## config.mk

```make
export PLATFORM = sky130hd
export DESIGN_NAME = ps2_keymat
export DESIGN_NICKNAME = d
export VERILOG_FILES = /design/src/rtl/ps2_pkg.sv /design/src/rtl/ps2_scan_map.sv /design/src/rtl/ps2_keymat.sv
export SDC_FILE = /design/constraint.sdc
export NUM_CORES = 1
export LEC_CHECK = 0
export CAP_MARGIN = 20
export CORE_UTILIZATION = 53
export DETAILED_ROUTE_END_ITERATION = 8
export PLACE_DENSITY = 0.87
export REMOVE_ABC_BUFFERS = 1
export SLEW_MARGIN = 30
export SYNTH_ARGS = -nofsm -noshare
export SYNTH_HDL_FRONTEND = slang
export SYNTH_SLANG_ARGS = --single-unit
```

## constraint.sdc

```tcl
create_clock -name clk -period 2.5 [get_ports clk]
set_input_delay 0.75 -clock clk [delete_from_list [all_inputs] [get_ports clk]]
set_output_delay 0.75 -clock clk [all_outputs]
set_load 0.05 [all_outputs]
```

## src/rtl/ps2_pkg.sv

```systemverilog
// Shared constants, types and helpers for the PS/2 to Z88 key-matrix front end.
package ps2_pkg;

    localparam int unsigned KBMAT_W    = 64;
    localparam int unsigned IDX_W      = 6;
    localparam int unsigned FRAME_BITS = 10;
    localparam int unsigned BIT_CNT_W  = 4;

    localparam logic [7:0] SC_E0      = 8'hE0;
    localparam logic [7:0] SC_F0      = 8'hF0;
    localparam logic [7:0] SC_BAT     = 8'hAA;
    localparam logic [7:0] SC_ACK     = 8'hFA;
    localparam logic [7:0] SC_ECHO    = 8'hEE;
    localparam logic [7:0] SC_RESEND  = 8'hFE;
    localparam logic [7:0] SC_OVF_LO  = 8'h00;
    localparam logic [7:0] SC_OVF_HI  = 8'hFF;

    typedef enum logic [1:0] {
        RX_IDLE,
        RX_SHIFT,
        RX_CHECK
    } rx_state_e;

    // Frame as it sits in the shift register once all ten post-start bits are in.
    typedef struct packed {
        logic       stop;
        logic       parity;
        logic [7:0] data;
    } ps2_frame_t;

    function automatic logic [IDX_W-1:0] kb_idx(input logic [2:0] row, input logic [2:0] col);
        return {row, col};
    endfunction

endpackage

```

## src/rtl/ps2_scan_map.sv

```systemverilog
// Set-2 scan code (with E0 extension) to Z88 matrix index lookup; combinational.
module ps2_scan_map
    import ps2_pkg::*;
(
    input  logic             ext_i,
    input  logic [7:0]       code_i,
    output logic             hit_o,
    output logic [IDX_W-1:0] idx_o
);

    logic       hit;
    logic [2:0] row;
    logic [2:0] col;

    always_comb begin
        hit = 1'b0;
        row = 3'd0;
        col = 3'd0;
        case ({ext_i, code_i})
            9'h03E: {hit, row, col} = {1'b1, 3'd0, 3'd0}; // 8
            9'h03D: {hit, row, col} = {1'b1, 3'd0, 3'd1}; // 7
            9'h031: {hit, row, col} = {1'b1, 3'd0, 3'd2}; // N
            9'h033: {hit, row, col} = {1'b1, 3'd0, 3'd3}; // H
            9'h035: {hit, row, col} = {1'b1, 3'd0, 3'd4}; // Y
            9'h036: {hit, row, col} = {1'b1, 3'd0, 3'd5}; // 6
            9'h05A: {hit, row, col} = {1'b1, 3'd0, 3'd6}; // Enter
            9'h066: {hit, row, col} = {1'b1, 3'd0, 3'd7}; // Backspace -> DEL
            9'h043: {hit, row, col} = {1'b1, 3'd1, 3'd0}; // I
            9'h03C: {hit, row, col} = {1'b1, 3'd1, 3'd1}; // U
            9'h032: {hit, row, col} = {1'b1, 3'd1, 3'd2}; // B
            9'h034: {hit, row, col} = {1'b1, 3'd1, 3'd3}; // G
            9'h02C: {hit, row, col} = {1'b1, 3'd1, 3'd4}; // T
            9'h02E: {hit, row, col} = {1'b1, 3'd1, 3'd5}; // 5
            9'h175: {hit, row, col} = {1'b1, 3'd1, 3'd6}; // Up
            9'h05D: {hit, row, col} = {1'b1, 3'd1, 3'd7}; // backslash
            9'h044: {hit, row, col} = {1'b1, 3'd2, 3'd0}; // O
            9'h03B: {hit, row, col} = {1'b1, 3'd2, 3'd1}; // J
            9'h02A: {hit, row, col} = {1'b1, 3'd2, 3'd2}; // V
            9'h02B: {hit, row, col} = {1'b1, 3'd2, 3'd3}; // F
            9'h02D: {hit, row, col} = {1'b1, 3'd2, 3'd4}; // R
            9'h025: {hit, row, col} = {1'b1, 3'd2, 3'd5}; // 4
            9'h172: {hit, row, col} = {1'b1, 3'd2, 3'd6}; // Down
            9'h055: {hit, row, col} = {1'b1, 3'd2, 3'd7}; // =
            9'h046: {hit, row, col} = {1'b1, 3'd3, 3'd0}; // 9
            9'h042: {hit, row, col} = {1'b1, 3'd3, 3'd1}; // K
            9'h021: {hit, row, col} = {1'b1, 3'd3, 3'd2}; // C
            9'h023: {hit, row, col} = {1'b1, 3'd3, 3'd3}; // D
            9'h024: {hit, row, col} = {1'b1, 3'd3, 3'd4}; // E
            9'h026: {hit, row, col} = {1'b1, 3'd3, 3'd5}; // 3
            9'h174: {hit, row, col} = {1'b1, 3'd3, 3'd6}; // Right
            9'h04E: {hit, row, col} = {1'b1, 3'd3, 3'd7}; // -
            9'h04D: {hit, row, col} = {1'b1, 3'd4, 3'd0}; // P
            9'h03A: {hit, row, col} = {1'b1, 3'd4, 3'd1}; // M
            9'h022: {hit, row, col} = {1'b1, 3'd4, 3'd2}; // X
            9'h01B: {hit, row, col} = {1'b1, 3'd4, 3'd3}; // S
            9'h01D: {hit, row, col} = {1'b1, 3'd4, 3'd4}; // W
            9'h01E: {hit, row, col} = {1'b1, 3'd4, 3'd5}; // 2
            9'h16B: {hit, row, col} = {1'b1, 3'd4, 3'd6}; // Left
            9'h05B: {hit, row, col} = {1'b1, 3'd4, 3'd7}; // ]
            9'h045: {hit, row, col} = {1'b1, 3'd5, 3'd0}; // 0
            9'h04B: {hit, row, col} = {1'b1, 3'd5, 3'd1}; // L
            9'h01A: {hit, row, col} = {1'b1, 3'd5, 3'd2}; // Z
            9'h01C: {hit, row, col} = {1'b1, 3'd5, 3'd3}; // A
            9'h015: {hit, row, col} = {1'b1, 3'd5, 3'd4}; // Q
            9'h016: {hit, row, col} = {1'b1, 3'd5, 3'd5}; // 1
            9'h059: {hit, row, col} = {1'b1, 3'd5, 3'd6}; // Right shift
            9'h054: {hit, row, col} = {1'b1, 3'd5, 3'd7}; // [
            9'h052: {hit, row, col} = {1'b1, 3'd6, 3'd0}; // '
            9'h04C: {hit, row, col} = {1'b1, 3'd6, 3'd1}; // ;
            9'h041: {hit, row, col} = {1'b1, 3'd6, 3'd2}; // ,
            9'h005: {hit, row, col} = {1'b1, 3'd6, 3'd3}; // F1 -> MENU
            9'h00D: {hit, row, col} = {1'b1, 3'd6, 3'd4}; // Tab
            9'h029: {hit, row, col} = {1'b1, 3'd6, 3'd5}; // Space
            9'h076: {hit, row, col} = {1'b1, 3'd6, 3'd7}; // Esc
            9'h049: {hit, row, col} = {1'b1, 3'd7, 3'd0}; // .
            9'h04A: {hit, row, col} = {1'b1, 3'd7, 3'd1}; // /
            9'h00E: {hit, row, col} = {1'b1, 3'd7, 3'd2}; // backtick -> pound
            9'h006: {hit, row, col} = {1'b1, 3'd7, 3'd3}; // F2 -> INDEX
            9'h058: {hit, row, col} = {1'b1, 3'd7, 3'd4}; // Caps lock
            9'h014: {hit, row, col} = {1'b1, 3'd7, 3'd5}; // Ctrl -> diamond
            9'h012: {hit, row, col} = {1'b1, 3'd7, 3'd6}; // Left shift
            9'h004: {hit, row, col} = {1'b1, 3'd7, 3'd7}; // F3 -> HELP
            default: {hit, row, col} = {1'b0, 3'd0, 3'd0};
        endcase
    end

    assign hit_o = hit;
    assign idx_o = kb_idx(row, col);

endmodule

```

## src/rtl/ps2_keymat.sv

```systemverilog
// PS/2 keyboard receiver and Set-2 decoder driving the active-low Z88 key matrix.
module ps2_keymat
    import ps2_pkg::*;
#(
    parameter int unsigned FILTER_LEN     = 4,
    parameter int unsigned TIMEOUT_CYCLES = 20000
) (
    input  logic               clk,
    input  logic               reset_n,
    input  logic               ps2clk,
    input  logic               ps2dat,
    output logic [KBMAT_W-1:0] kbmat_out,
    output logic               code_valid,
    output logic [7:0]         code,
    output logic               frame_err
);

    localparam int unsigned FLT_W = $clog2(FILTER_LEN + 1);
    localparam int unsigned TO_W  = $clog2(TIMEOUT_CYCLES + 1);

    logic [1:0]       clk_sync_q;
    logic [1:0]       dat_sync_q;
    logic [FLT_W-1:0] flt_cnt_q, flt_cnt_d;
    logic             flt_clk_q, flt_clk_d;
    logic             fall_q;
    logic             dat_smp_q;

    rx_state_e            state_q, state_d;
    logic [BIT_CNT_W-1:0] bit_cnt_q, bit_cnt_d;
    ps2_frame_t           frame_q, frame_d;
    logic [TO_W-1:0]      to_cnt_q, to_cnt_d;
    logic                 e0_q, e0_d;
    logic                 f0_q, f0_d;
    logic [KBMAT_W-1:0]   kbmat_q, kbmat_d;
    logic [7:0]           code_q, code_d;
    logic                 code_valid_q, code_valid_d;
    logic                 frame_err_q, frame_err_d;

    logic             map_hit;
    logic [IDX_W-1:0] map_idx;
    logic             frame_ok;

    // Level change accepted only after FILTER_LEN consecutive disagreeing samples.
    always_comb begin
        flt_cnt_d = '0;
        flt_clk_d = flt_clk_q;
        if (clk_sync_q[1] != flt_clk_q) begin
            if (flt_cnt_q == FLT_W'(FILTER_LEN - 1)) begin
                flt_clk_d = clk_sync_q[1];
            end else begin
                flt_cnt_d = flt_cnt_q + FLT_W'(1);
            end
        end
    end

    always_ff @(posedge clk) begin
        if (!reset_n) begin
            clk_sync_q <= 2'b11;
            dat_sync_q <= 2'b11;
            flt_cnt_q  <= '0;
            flt_clk_q  <= 1'b1;
            fall_q     <= 1'b0;
            dat_smp_q  <= 1'b1;
        end else begin
            clk_sync_q <= {clk_sync_q[0], ps2clk};
            dat_sync_q <= {dat_sync_q[0], ps2dat};
            flt_cnt_q  <= flt_cnt_d;
            flt_clk_q  <= flt_clk_d;
            fall_q     <= flt_clk_q & ~flt_clk_d;
            dat_smp_q  <= dat_sync_q[1];
        end
    end

    ps2_scan_map u_map (
        .ext_i  (e0_q),
        .code_i (frame_q.data),
        .hit_o  (map_hit),
        .idx_o  (map_idx)
    );

    assign frame_ok = (^{frame_q.data, frame_q.parity}) & frame_q.stop;

    // Receiver FSM plus decoder; the decode happens in CHECK so that the matrix
    // and code_valid land on the same edge.
    always_comb begin
        state_d      = state_q;
        bit_cnt_d    = bit_cnt_q;
        frame_d      = frame_q;
        to_cnt_d     = to_cnt_q;
        e0_d         = e0_q;
        f0_d         = f0_q;
        kbmat_d      = kbmat_q;
        code_d       = code_q;
        code_valid_d = 1'b0;
        frame_err_d  = 1'b0;

        case (state_q)
            RX_IDLE: begin
                bit_cnt_d = '0;
                to_cnt_d  = '0;
                if (fall_q) begin
                    if (!dat_smp_q) begin
                        state_d = RX_SHIFT;
                    end else begin
                        frame_err_d = 1'b1;
                    end
                end
            end
            RX_SHIFT: begin
                if (fall_q) begin
                    frame_d  = ps2_frame_t'({dat_smp_q, frame_q[FRAME_BITS-1:1]});
                    to_cnt_d = '0;
                    if (bit_cnt_q == BIT_CNT_W'(FRAME_BITS - 1)) begin
                        bit_cnt_d = '0;
                        state_d   = RX_CHECK;
                    end else begin
                        bit_cnt_d = bit_cnt_q + BIT_CNT_W'(1);
                    end
                end else if (to_cnt_q == TO_W'(TIMEOUT_CYCLES - 1)) begin
                    bit_cnt_d = '0;
                    to_cnt_d  = '0;
                    state_d   = RX_IDLE;
                end else begin
                    to_cnt_d = to_cnt_q + TO_W'(1);
                end
            end
            RX_CHECK: begin
                state_d = RX_IDLE;
                if (frame_ok) begin
                    code_valid_d = 1'b1;
                    code_d       = frame_q.data;
                    case (frame_q.data)
                        SC_E0: e0_d = 1'b1;
                        SC_F0: f0_d = 1'b1;
                        SC_BAT, SC_ACK, SC_ECHO, SC_RESEND: begin
                        end
                        SC_OVF_LO, SC_OVF_HI: begin
                            kbmat_d = '1;
                            e0_d    = 1'b0;
                            f0_d    = 1'b0;
                        end
                        default: begin
                            if (map_hit) begin
                                kbmat_d[map_idx] = f0_q;
                            end
                            e0_d = 1'b0;
                            f0_d = 1'b0;
                        end
                    endcase
                end else begin
                    frame_err_d = 1'b1;
                    e0_d        = 1'b0;
                    f0_d        = 1'b0;
                end
            end
            default: begin
                state_d = RX_IDLE;
            end
        endcase
    end

    always_ff @(posedge clk) begin
        if (!reset_n) begin
            state_q      <= RX_IDLE;
            bit_cnt_q    <= '0;
            frame_q      <= '0;
            to_cnt_q     <= '0;
            e0_q         <= 1'b0;
            f0_q         <= 1'b0;
            kbmat_q      <= '1;
            code_q       <= '0;
            code_valid_q <= 1'b0;
            frame_err_q  <= 1'b0;
        end else begin
            state_q      <= state_d;
            bit_cnt_q    <= bit_cnt_d;
            frame_q      <= frame_d;
            to_cnt_q     <= to_cnt_d;
            e0_q         <= e0_d;
            f0_q         <= f0_d;
            kbmat_q      <= kbmat_d;
            code_q       <= code_d;
            code_valid_q <= code_valid_d;
            frame_err_q  <= frame_err_d;
        end
    end

    assign kbmat_out  = kbmat_q;
    assign code       = code_q;
    assign code_valid = code_valid_q;
    assign frame_err  = frame_err_q;

endmodule

```

==> results of run 1 <==
[sequential cells by signal (all words and copies together), names as in the netlist, 2 cells and up]
| signal | flops |
|---|---|
| dat_sync_q | 2 |
| to_cnt_q | 15 |
| clk_sync_q | 2 |
| kbmat_out | 64 |
| bit_cnt_q | 4 |
| code | 8 |
| flt_cnt_q | 3 |
| frame_q | 10 |
| state_q | 2 |
[layout make-up]
class                           count  area [um^2]
Fill cell                         788         3150
Multi-Input combinational cell    530         3010
Sequential cell                   117         2340
Timing Repair Buffer              113         1100
Clock buffer                       27          502
Tap cell                          136          170
Inverter                            7         26.3
Clock inverter                      4         20.0
[final timing paths]
check	endpoint	cells past startpoint
setup / recovery	kbmat_out[44]	1
hold / removal	clk_sync_q[1]	1
hold reg to reg	clk_sync_q[1]	1
setup reg to reg	kbmat_out[8]	7
[cells in the final DEF, fill, tap and decap left out, types with 8 or more instances in the layout]
| cell type | n |
|---|---|
| a21oi_1 | 83 |
| a31oi_1 | 8 |
| buf_4 | 32 |
| clkbuf_16 | 16 |
| clkdlybuf4s50_1 | 71 |
| dfxtp_1 | 117 |
| mux2i_1 | 9 |
| nand2_1 | 74 |
| nand2b_1 | 18 |
| nand3_1 | 40 |
| nor2_1 | 89 |
| nor3_1 | 26 |
| o21ai_0 | 54 |
| o32a_1 | 30 |
| or3_1 | 9 |
[metrics by stage]
step	area, um^2	setup slack, ns	power, W	std cells
6_report	7170	0.0342	0.00406	934
5_1_grt	7170	0.00250	0.00418	934
4_1_cts	7130	0.00472	0.00408	934
3_5_place_dp	6600	-0.0444	0.00197	903
3_3_place_gp	6600	0.149	0.00197	903
2_1_floorplan	5340	-0.645	0.00193	654
[timing repair]
item / CTS / global route
gates cloned: 0 / 0
resized for setup: 1 / 10
endpoints found under the setup margin: 30 / 44
[report_power, final]
part           total [W]  switching [W]  internal, W
logic          0.0000589      0.0000445    0.0000143
registers        0.00187     0.00000143      0.00187
clock network    0.00213       0.000796      0.00134
[per-layer routing]
metal  vias to the layer above  GRT usage  wire length [um]
met5                         -          0                 0
met4                         0      0.140               349
met3                        38     0.0630              1210
met2                       343      0.467              7630
met1                      2767      0.371              6540
li1                       2701          -                 -
[logic make-up after synthesis]
logic type               count (synthesis)  share of synthesized area
buffers and inverters                   73                     0.0573
XOR/XNOR                                 8                     0.0149
multiplexers                             9                     0.0160
AO/OA/AOI/OAI                          208                      0.232
AND/OR/NAND/NOR                        300                      0.252
flip-flops                             117                      0.416
adder cells (fa/ha/maj)                  5                     0.0111
==> run metrics, run 1 <==
Worst Path Max Fanout 2; GRT overflow 0; clk_lat worst skew 0.53 ns; most common library cells after synthesis 117 x dfxtp_1, 89 x nor2_1, 83 x a21oi_1; Routed WL per cell 16.8 um; prevailing post-synth register cell dfxtp_1; final hold slack 0.407 ns; Gate Count Post-Synth 720; Area contributors post-synth dfxtp_1 42%, a21oi_1 7.4%, nor2_1 5.9%; Num CTS Buffers 17; CP required 1.75 ns; Synth Area per Inst 7.82 um^2; die height roughly 110 um; core area around 10000 um^2; CTS Buffer Depth 2; worst-path cell chain clkdlybuf4s50_1; EDFF count, synth 0; Iteration-0 DRC Markers 497; Worst IR Drop VDD just under 500 uV; total setup buffers inserted after CTS 0; layout cells sized above 1 0.0977; FP Rows 37; routed wire length about 16000 um; worst rel slew slack 0.560; Synth Warn # 0; Slew Limit Fails 0; slowest cell delay on critical path 0.82 ns; post-layout util 0.695; Final min period 2.47 ns; status completed; IO Count 78; hold_buf cts 0; hpwl dp 9940 um; Vias 5849; Pwr Density around 570 nW/um^2; Netlist Area Pre-Place 5630 um^2; fin crit share 0.986; number of H-tree levels 4; largest net degree at the start of global routing 85; clk slew on worst S/H paths ~0.05 ns; most frequent cell after synthesis dfxtp_1; Arrival @ worst endpoint ~1.7 ns; vias in the first global route about 5300; Synth area leader dfxtp_1; Worst setup EP type output pin; Pleak 2.52 nW; Horiz. Die Dim 105 um; Area Growth Syn to Fin 27.4%; initial core utilization 0.546; Worst-Margin Slew approximately 0.66 ns; hold_sp clk_sync_q[0]; final count of hold timing violations 0; Nets 795; CTS root buf clkbuf_8; CTS tree done; CP Launch Type register; RSZ-0062 raised after global routing false; Global Route Usage Sum 0.291; # diodes 0; Post-synth ARST share 0; reg2reg start frame_q[2]; number of library cell types mapped by synthesis 53; MaxCap Viol Count 0; vias per cell between 6 and 7; min-delay worst type reg2reg; Final GP Congestion 0.897; Routed Antenna Nets 0; fmax around 0.41 GHz; Worst Setup SP kbmat_out[44]; #FFs+latches synth 117; Residual DRC 0; Reg2Reg Setup Slack ~0.14 ns; Clock Sinks 117; Seq/Total Area, Yosys 0.416; setup TNS 0 ns; worst path bufs/invs 1; initial antenna violation count 0; # setup viols final 0; Pre-Repair DR Iteration Count 5; CP top delay family buffers and inverters; die area between 10000 and 15000 um^2; # port buffers 77; Worst path slowest cell clkdlybuf4s50_1; top-area cell type share of the netlist area 0.416; Final Skew 0.00716 ns; first-pass GRT wire length 25700 um; critical path type reg2out
Note: power is estimated with default switching activity, not from simulation.
==> inputs of run 2 (changes only) <==
--- a/config.mk
+++ b/config.mk
@@ -8,7 +8,7 @@
 export CAP_MARGIN = 20
 export CORE_UTILIZATION = 53
 export DETAILED_ROUTE_END_ITERATION = 8
-export PLACE_DENSITY = 0.87
+export PLACE_DENSITY = 0.86
 export REMOVE_ABC_BUFFERS = 1
 export SLEW_MARGIN = 30
 export SYNTH_ARGS = -nofsm -noshare
==> run 2 against run 1 <==
Net effect: die area unchanged; global-route usage increased by 0.52 points; clock skew increased by 0.00080 ns; routed wire length increased by 1.9%; non-clock buffer count increased by 9; sequential share of layout area decreased by 0.86 points; power increased by 17%; clock power increased by 32%; utilization increased by 2.0 points; hold slack about the same; critical path type unchanged; critical endpoint is now kbmat_out[53]; largest cell class unchanged; highest routed layer unchanged.
==> run metrics, run 2 (synthesis gave the netlist of run 1 again) <==
critical path type reg2out (unchanged); Final Skew 0.00796 ns (was 0.00716 ns); Pre-Repair DR Iteration Count 6 (was 5); Residual DRC 0 (unchanged); Reg2Reg Setup Slack 0.09 ns (was 0.14 ns); Horiz. Die Dim 105 um (unchanged); FF-to-FF End kbmat_out[56] (was kbmat_out[8]); post-layout util 0.714 (was 0.695); metal1 wirelength 6440 um (was 6540 um); Worst-Margin Slew 0.624 ns (was 0.658 ns); clk slew on worst S/H paths 0.06 ns (was 0.05 ns); clk_lat worst skew 0.53 ns (about the same); largest net degree at the start of global routing 56 (was 85); Routed Antenna Nets 0 (unchanged); RSZ-0062 raised after global routing false (unchanged); worst-path cell chain clkdlybuf4s50_1 (unchanged); Worst path slowest cell clkdlybuf4s50_1 (unchanged); CTS Buffer Depth 2 (unchanged); Worst setup EP type output pin (unchanged); total setup buffers inserted after CTS 0 (unchanged); die height 105 um (unchanged); Global Route Usage Sum 0.296 (was 0.291); fill count 727 (was 788); Vias 5847 (was 5849); initial antenna violation count 0 (unchanged); CP required 1.75 ns (about the same); Routed WL per cell 17.0 um (was 16.8 um); Area Growth Syn to Fin 31.0% (was 27.4%); worst rel slew slack 0.583 (was 0.560); hold_buf cts 0 (unchanged); IO Count 78 (unchanged); number of H-tree levels 4 (unchanged); Worst Path Max Fanout 2 (unchanged); worst path bufs/invs 1 (unchanged); CP Depth 1 (unchanged); CP Launch Type register (unchanged); setup TNS 0 ns (unchanged); final hold slack 0.407 ns (about the same); # diodes 0 (unchanged); die area 11000 um^2 (unchanged); fin crit share 0.988 (was 0.986); final count of hold timing violations 0 (unchanged); routed length on met2 7590 um (was 7630 um); Pleak 2.64 nW (was 2.52 nW); vias per cell 6.19 (was 6.26); CTS root buf clkbuf_8 (unchanged); CTS tree done (unchanged); hpwl dp 10100 um (was 9940 um); Arrival @ worst endpoint 1.72 ns (about the same); met3 wire len 1460 um (was 1210 um); Worst IR Drop VDD 353 uV (was 494 uV); top layer in use met4 (unchanged); status completed (unchanged); max reg flops 64 (unchanged); FF/Latch Area 2340 um^2 (about the same); final instance area 7380 um^2 (was 7170 um^2); vias in the first global route 5474 (was 5329); initial core utilization 0.546 (unchanged); worst hold stages 1 (unchanged); Clock Sinks 117 (unchanged); reg2reg start frame_q[6] (was frame_q[2]); Final min period 2.47 ns (about the same); Slew Limit Fails 0 (unchanged); area post-placement 6650 um^2 (was 6600 um^2); CP top delay family buffers and inverters (unchanged); first-pass GRT wire length 26400 um (was 25700 um); Nets 804 (was 795); # setup viols final 0 (unchanged); GRT overflow 0 (unchanged); multi-input logic area 3020 um^2 (was 3010 um^2); Reg2Reg Depth 9 (was 7); fmax 0.405 GHz (was 0.406 GHz); # port buffers 77 (unchanged); core area 10300 um^2 (unchanged); Final GP Congestion 0.953 (was 0.897); slowest cell delay on critical path 0.82 ns (about the same); Worst Hold End dat_sync_q[1] (was clk_sync_q[1]); Iteration-0 DRC Markers 564 (was 497); MaxCap Viol Count 0 (unchanged); layout cells sized above 1 0.116 (was 0.0977); routed wire length 16000 um (was 15700 um); hold_sp dat_sync_q[0] (was clk_sync_q[0]); min-delay worst type reg2reg (unchanged); most frequent cells in the layout 115 x dfxtp_1, 89 x nor2_1, 83 x a21oi_1, 74 x nand2_1, 73 x clkdlybuf4s50_1 (was 117 x dfxtp_1, 89 x nor2_1, 83 x a21oi_1, 74 x nand2_1, 71 x clkdlybuf4s50_1); Pwr Density 642 nW/um^2 (was 566 nW/um^2); FP Rows 37 (unchanged); commonest non-fill, non-tap cell in the layout dfxtp_1 (unchanged); Num CTS Buffers 17 (unchanged)
## run 2: changes by cell type in the layout (fill, tap and decap cells not counted), moves of 3 or more
cell            delta
clkbuf_1           -4
buf_4             +11
clkbuf_8           -4
dlymetal6s2s_1     -3
bufinv_16          +7
## run 2: how the worst max path moves through the flow
stage	start	slack, ns	endpoint
after floorplan	frame_q[5]	-0.64	kbmat_out[60]
after global placement	frame_q[2]	0.06	kbmat_out[52]
after detailed placement	frame_q[2]	-0.06	kbmat_out[27]
after CTS	frame_q[2]	-0.005	kbmat_out[8]
after global routing	kbmat_out[30]	0.00003	kbmat_out[30]
final	kbmat_out[53]	0.03	kbmat_out[53]
## run 2: area by class of cell
cell class | instances | area share
Sequential cell | 117 | 0.318
Tap cell | 136 | 0.0231
Inverter | 7 | 0.00356
Clock inverter | 13 | 0.0343
Timing Repair Buffer | 122 | 0.154
Clock buffer | 19 | 0.0585
Multi-Input combinational cell | 530 | 0.409
## run 2: timing repair
action                                  CTS  global route
endpoints found under the setup margin   45            50
resized for setup                         3             9
hold endpoints to repair                  0             0
cloned                                    0             0
## run 2: per-stage QoR
step	total power [W]	setup slack, ns	std cells
5_1_grt	0.00484	0.0000268	944
2_1_floorplan	0.00193	-0.645	654
4_1_cts	0.00475	-0.00462	944
3_5_place_dp	0.00197	-0.0583	912
6_report	0.00474	0.0303	944
3_3_place_gp	0.00197	0.0599	912
## run 2: power by group
| part | internal, W | switching [W] |
|---|---|---|
| logic | 0.0000142 | 0.0000435 |
| clock network | 0.00195 | 0.000865 |
| registers | 0.00187 | 0.00000134 |
## run 2: routing by layer
metal / global-route usage / vias up
met5: 0 / -
met4: 0.139 / 0
met3: 0.0767 / 69
met2: 0.472 / 335
met1: 0.374 / 2720
li1: - / 2723
